`src/rtl/sram_controller_pkg.sv`:
```
// Shared definitions for the SRAM controller.
// Holds the FSM state type, default parameter values and the width of the
// per-half-word wait counter.
package sram_controller_pkg;

    typedef enum logic [1:0] {
        ST_IDLE = 2'd0,
        ST_LO   = 2'd1,
        ST_HI   = 2'd2,
        ST_DONE = 2'd3
    } state_t;

    localparam logic [31:0]  BASE_ADDR_DEFAULT   = 32'd1024;
    localparam int unsigned  SRAM_AW_DEFAULT     = 18;
    localparam int unsigned  WAIT_CYCLES_DEFAULT = 2;

    // Wide enough for the largest legal WAIT_CYCLES (15).
    localparam int unsigned  WCNT_W = 4;

    // Counter value reached n cycles before the end of a half-word phase
    // (n=1 -> last cycle, n=2 -> cycle before last).
    function automatic logic [WCNT_W-1:0] count_before_end(input int unsigned wait_cycles,
                                                           input int unsigned n);
        return WCNT_W'(wait_cycles - n);
    endfunction

endpackage

```
`src/rtl/sram_controller_wait_counter.sv`:
```
// sram_wait_counter: counts clock cycles inside one half-word SRAM access.
// Ports:
//   clk, rst  - clock, synchronous active-low reset
//   clear     - force count to 0 on the next edge (has priority over enable)
//   enable    - increment count
//   count     - current cycle index within the phase (0..WAIT_CYCLES-1)
//   tc        - terminal count: this is the last cycle of the phase
module sram_wait_counter
    import sram_controller_pkg::*;
#(
    parameter int unsigned WAIT_CYCLES = WAIT_CYCLES_DEFAULT
) (
    input  logic              clk,
    input  logic              rst,
    input  logic              clear,
    input  logic              enable,
    output logic [WCNT_W-1:0] count,
    output logic              tc
);

    localparam logic [WCNT_W-1:0] LAST = count_before_end(WAIT_CYCLES, 1);

    always_ff @(posedge clk) begin
        if (!rst) begin
            count <= '0;
        end else if (clear) begin
            count <= '0;
        end else if (enable) begin
            count <= count + 1'b1;
        end
    end

    assign tc = (count == LAST);

endmodule

```
`src/rtl/sram_controller.sv`:
```
// sram_controller: serves 32-bit load/store requests from the MEM stage
// against an external 16-bit asynchronous SRAM, one word = two half-word
// accesses (low half first). ready low stalls the pipeline.
// Ports:
//   clk, rst              - clock, synchronous active-low reset
//   rdEn, wrEn            - load / store request (store wins if both)
//   address, writeData    - byte address and store data
//   readData              - registered load result
//   ready                 - 1 when idle with no request, or in the DONE cycle
//   sram_addr             - half-word address {word[SRAM_AW:2], half}
//   sram_dq_out/oe        - write data and its output enable
//   sram_dq_in            - read data from SRAM
//   sram_we_n             - active-low write strobe
module sram_controller
    import sram_controller_pkg::*;
#(
    parameter logic [31:0] BASE_ADDR   = BASE_ADDR_DEFAULT,
    parameter int unsigned SRAM_AW     = SRAM_AW_DEFAULT,
    parameter int unsigned WAIT_CYCLES = WAIT_CYCLES_DEFAULT   // legal 2..15
) (
    input  logic               clk,
    input  logic               rst,
    input  logic               rdEn,
    input  logic               wrEn,
    input  logic [31:0]        address,
    input  logic [31:0]        writeData,
    output logic [31:0]        readData,
    output logic               ready,
    output logic [SRAM_AW-1:0] sram_addr,
    output logic [15:0]        sram_dq_out,
    input  logic [15:0]        sram_dq_in,
    output logic               sram_dq_oe,
    output logic               sram_we_n
);

    // Counter value of the cycle before the last one in a phase; the strobe
    // for the next cycle is decided from it because outputs are registered.
    localparam logic [WCNT_W-1:0] PRE_LAST = count_before_end(WAIT_CYCLES, 2);

    state_t             state;
    logic               is_write;
    logic [SRAM_AW-2:0] word_idx;
    logic [31:0]        wdata;
    logic [WCNT_W-1:0]  wcnt;
    logic               tc;
    logic               busy;
    logic               request;

    // Only the low SRAM_AW+1 bits of (address - BASE_ADDR) are ever used, and
    // modular subtraction of the truncated operands yields the same bits.
    logic [SRAM_AW:0]   word_off;
    logic               unused_bits;

    assign word_off    = address[SRAM_AW:0] - BASE_ADDR[SRAM_AW:0];
    assign unused_bits = ^{address[31:SRAM_AW+1], word_off[1:0]};

    assign busy    = (state == ST_LO) || (state == ST_HI);
    assign request = rdEn | wrEn;

    sram_wait_counter #(
        .WAIT_CYCLES (WAIT_CYCLES)
    ) u_wait (
        .clk    (clk),
        .rst    (rst),
        .clear  (!busy || tc),
        .enable (busy),
        .count  (wcnt),
        .tc     (tc)
    );

    always_comb begin
        ready = 1'b0;
        case (state)
            ST_IDLE: ready = !request;
            ST_DONE: ready = 1'b1;
            default: ready = 1'b0;
        endcase
    end

    // SRAM pin values are computed for the state being entered, so they are
    // registered and change together with the state/counter.
    always_ff @(posedge clk) begin
        if (!rst) begin
            state       <= ST_IDLE;
            is_write    <= 1'b0;
            word_idx    <= '0;
            wdata       <= '0;
            readData    <= '0;
            sram_addr   <= '0;
            sram_dq_out <= '0;
            sram_dq_oe  <= 1'b0;
            sram_we_n   <= 1'b1;
        end else begin
            case (state)
                ST_IDLE: begin
                    if (request) begin
                        state      <= ST_LO;
                        is_write   <= wrEn;
                        word_idx   <= word_off[SRAM_AW:2];
                        wdata      <= writeData;
                        sram_addr  <= {word_off[SRAM_AW:2], 1'b0};
                        sram_dq_oe <= wrEn;
                        sram_we_n  <= !wrEn;
                        if (wrEn) begin
                            sram_dq_out <= writeData[15:0];
                        end
                    end
                end
                ST_LO: begin
                    if (tc) begin
                        state      <= ST_HI;
                        sram_addr  <= {word_idx, 1'b1};
                        sram_dq_oe <= is_write;
                        sram_we_n  <= !is_write;
                        if (is_write) begin
                            sram_dq_out <= wdata[31:16];
                        end else begin
                            readData[15:0] <= sram_dq_in;
                        end
                    end else begin
                        // Strobe released for the last cycle of the phase.
                        sram_we_n <= !(is_write && (wcnt != PRE_LAST));
                    end
                end
                ST_HI: begin
                    if (tc) begin
                        state      <= ST_DONE;
                        sram_dq_oe <= 1'b0;
                        sram_we_n  <= 1'b1;
                        if (!is_write) begin
                            readData[31:16] <= sram_dq_in;
                        end
                    end else begin
                        sram_we_n <= !(is_write && (wcnt != PRE_LAST));
                    end
                end
                ST_DONE: begin
                    state <= ST_IDLE;
                end
                default: begin
                    state <= ST_IDLE;
                end
            endcase
        end
    end

endmodule
```
`config.mk`:
```
export PLATFORM = sky130hd
export DESIGN_NAME = sram_controller
export DESIGN_NICKNAME = d
export VERILOG_FILES = /design/src/rtl/sram_controller_pkg.sv /design/src/rtl/sram_controller_wait_counter.sv /design/src/rtl/sram_controller.sv
export SDC_FILE = /design/constraint.sdc
export NUM_CORES = 1
export LEC_CHECK = 0
export ABC_AREA = 1
export CAP_MARGIN = 20
export CORE_MARGIN = 1
export CORE_UTILIZATION = 46
export DETAILED_ROUTE_END_ITERATION = 7
export PLACE_DENSITY = 0.84
export RECOVER_POWER = 50
export SYNTH_ARGS = -nofsm -noshare
export SYNTH_HDL_FRONTEND = slang
export SYNTH_SLANG_ARGS = --single-unit
export TNS_END_PERCENT = 1
```
`constraint.sdc`:
```
create_clock -name clk -period 1.97 [get_ports clk]
set_input_delay 0.2955 -clock clk [delete_from_list [all_inputs] [get_ports clk]]
set_output_delay 0.2955 -clock clk [all_outputs]
set_load 0.01 [all_outputs]
```
==> flow_summary.toml <==
[outcome]
outcome = "finished, final reports clean"

[pwr]
power.share.clock = 0.146
power_leakage_nw = 3.011
ir_worst_vdd_v = 0.0005188
seqPwrFrac = 0.382
switching_power_mw = 3.348
swShare = 0.3985
cellInternalPower_mw = 5.054
comb_power_share = 0.472
power_density_mw_per_mm2 = 1303

[detailed_routing]
routed_wl_um = 12210
ant_nets = 0
drc = 0
vias = 4729
wl_per_cell_um = 12.60
viasPerCell = 4.880
dr.pass1.iters = 5
drt-initial-drc-count = 186

[cells_and_area]
final_nets = 925
diodes = 0
drive_above_1_share = 0.05622
area_growth_pct = 37.19
fin_area_mm2 = 0.006447

[timing]
min_period_over_period = 0.9477
clock-skew-final_ps = 9.462
maxSlewHeadroom = 0.6333
max_clock_freq_ghz = 0.5356
min_period_ps = 1867
finalSetupViolCount = 0
finalHoldViolations = 0
worstMarginPinSlew_ps = 546.7
drv_slew = 0
setup_tns_ps = 0
rsz0062_at_grt = "no"

[min_path]
hold_depth = 4
min_path_type = "input pin to register"
hold_path.startpoint = "rst"

[critical_path]
rr_startpoint = "state[1]$_SDFFE_PN0P_"
crit_slowest_cell = "dlygate4sd3_1"
worstPathRequired_ps = 2240
critPathLaunchType = "input pin"
setup.worst_path.end_class = "register"
cp_max_fo = 32
reg2reg_slack_ps = 190
cp_top_family = "buffers and inverters"
crit_cells = 9
cp_data_arrival_time_ps = 2140
critPathLaunch = "wrEn"
timing.critical_path.buf_inv = 3
cpPeakStageDelay_ps = 550
worstSetupPathType = "input pin to register"
worstRegToRegCells = 10
crit_top_cell = "nand2_1"
critical_path.cell_chain = "dlygate4sd3_1, clkbuf_1, o21ai_0, o21ai_2, nand3b_1, buf_12, nand2_1, nand2_1, nor2_1"

[floorplan]
die_x_um = 103.1
dieArea_mm2 = 0.01062
ios = 153
rows = 36
die_h_um = 103.1
core_area_mm2 = 0.009819
initial_core_util = 0.4786

[global_route]
grt_pass1_vias = 4400
track_usage = 0.2409
grt_first_pass_wirelength_um = 20000
grt_max_degree = 89
antenna_found_initial = 0
grt_overflow = 0

[logic_synthesis]
ys_seq_area_frac = 0.4601
synthDistinctLibCells = 22
syn_inst = 701
synth_warnings = 0
avgSynthCellArea_um2 = 6.704
syn_area_mm2 = 0.004700
synth_nets = 795
ys_ff_latch = 108

[placement]
placed_area_mm2 = 0.006262
hpwl_um = 8744
port_buffers = 137
globalplace.congestion = 0.8474

[clock_network]
clock_latency_ps = 370
clock_path_buffers = 2
cts.sinks = 108
clk_pin_slew_ps = 100
cts_max_level = 3
cts_tree = "built"
cts_buffers = 9
root_buffer = "clkbuf_8"

[flow_run]
maxCapViolations = 0
## tightest hold or removal path, delay by kind of cell
kind	cells	cell delay, ps
buffers and inverters	2	330
and+or+nand+nor	2	130
## power groups by stage
| stage | logic [mW] | clock network [mW] | registers (mW) |
|---|---|---|---|
| detailed placement | 4.01 | 0 | 3.25 |
| floorplan | 2.12 | 0 | 3.39 |
| global placement | 3.89 | 0 | 3.22 |
| global route | 4.43 | 1.36 | 3.30 |
| CTS | 4.06 | 1.25 | 3.21 |
| finish | 3.97 | 1.23 | 3.21 |
## sequential cells by signal, indices dropped and copies added, names as in the netlist
| register | cells |
|---|---|
| is_write | 1 |
| readData | 32 |
| sram_addr | 18 |
| sram_dq_oe | 1 |
| sram_dq_out | 16 |
| sram_we_n | 1 |
| state | 2 |
| u_wait.count | 4 |
| wdata | 16 |
| word_idx | 17 |
## cell type report
cell class                 instances  area, um2
tap                              133      166.4
clock buffer                       9      123.9
fill                             887       3372
timing repair buffer             156       1556
inverter                          56      214.0
multi-input combinational        500       2173
clock inverter                     7      51.30
sequential                       108       2162
## cell usage after synthesis
cell / n / area share
nand2_1: 175 / 0.14
a21oi_1: 27 / 0.029
nor2_2: 1 / 0.0013
nand3_2: 1 / 0.0021
nand3_1: 19 / 0.020
nand3b_1: 1 / 0.0016
nor2_1: 180 / 0.14
clkbuf_1: 21 / 0.017
clkinv_1: 1 / 0.00080
dfxtp_1: 108 / 0.46
o21bai_1: 1 / 0.0016
inv_1: 54 / 0.043
or2_2: 3 / 0.0040
buf_1: 3 / 0.0024
ha_1: 10 / 0.027
inv_2: 1 / 0.00080
o21ai_0: 73 / 0.078
nand4_1: 3 / 0.0040
o211ai_1: 2 / 0.0032
o21ai_2: 2 / 0.0037
xor2_1: 2 / 0.0037
buf_2: 13 / 0.014
## layer usage
| metal | part of all wire | vias up | track usage |
|---|---|---|---|
| met3 | 0.094 | 23 | 0.07593 |
| met1 | 0.41 | 2110 | 0.2903 |
| li1 | - | 2425 | - |
| met5 | 0 | - | 0 |
| met4 | 0.021 | 0 | 0.09101 |
| met2 | 0.47 | 171 | 0.4021 |
## final timing paths
check,endpoint
hold / removal,sram_addr[13]$_SDFFE_PN0P_
setup / recovery,sram_dq_out[9]$_SDFFE_PN0P_
setup reg to reg,readData[13]$_SDFFE_PN0P_
hold reg to reg,sram_addr[0]$_SDFFE_PN0P_
## layout by cell type (no fill, tap or decap)
cell type        Yosys  layout
o211ai_1             2       2
clkbuf_2             0       2
or2_2                3       3
clkinv_1             1       1
clkbuf_8             0       9
clkinvlp_4           0       3
buf_12               0       5
nor2_1             180     179
xor2_1               2       2
inv_1               54      51
ha_1                10       9
nand3_2              1       1
dfxtp_1            108     108
o21bai_1             1       1
clkinv_2             0       2
clkbuf_1            21       2
inv_2                1       3
inv_6                0       2
nor2_2               1       2
nand3b_1             1       1
nand3_1             19      19
a21oi_1             27      27
clkdlybuf4s50_1      0     105
buf_2               13       1
nand2_1            175     175
nand4_1              3       3
clkinv_4             0       1
dlygate4sd3_1        0      30
o21ai_2              2       1
o21ai_0             73      74
buf_4                0      11
ha_2                 0       1
## cells by family after synthesis
group                      after synthesis  share of synthesized area
adders and majority gates               10                    0.02662
buffers and inverters                   93                    0.07774
DFF                                    108                     0.4601
and+or+nand+nor                        383                     0.3168
AOI/OAI and AO/OA                      105                     0.1150
xor gates and xnor gates                 2                   0.003728
## through the flow
step / setup WS (ps) / util / std cells / hold WS (ps) / total power, mW
floorplan: 376.8 / - / 701 / 385.6 / 5.507
global route: 23.91 / 0.6566 / 969 / 439.8 / 9.094
finish: 103.0 / 0.6566 / 969 / 443.2 / 8.402
CTS: 76.68 / 0.6567 / 968 / 427.9 / 8.526
detailed placement: 46.18 / 0.6377 / 952 / 445.9 / 7.265
global placement: 53.93 / 0.6377 / 952 / 438.9 / 7.112
## timing repair
item                                    in CTS  in global routing
gates resized for setup                      5                  5
endpoints found under the setup margin       1                 10
hold buffers                                 0                  0
buffers inserted                             0                  1
hold endpoints to repair                     0                  0
Note: power is estimated with default switching activity, not from simulation.
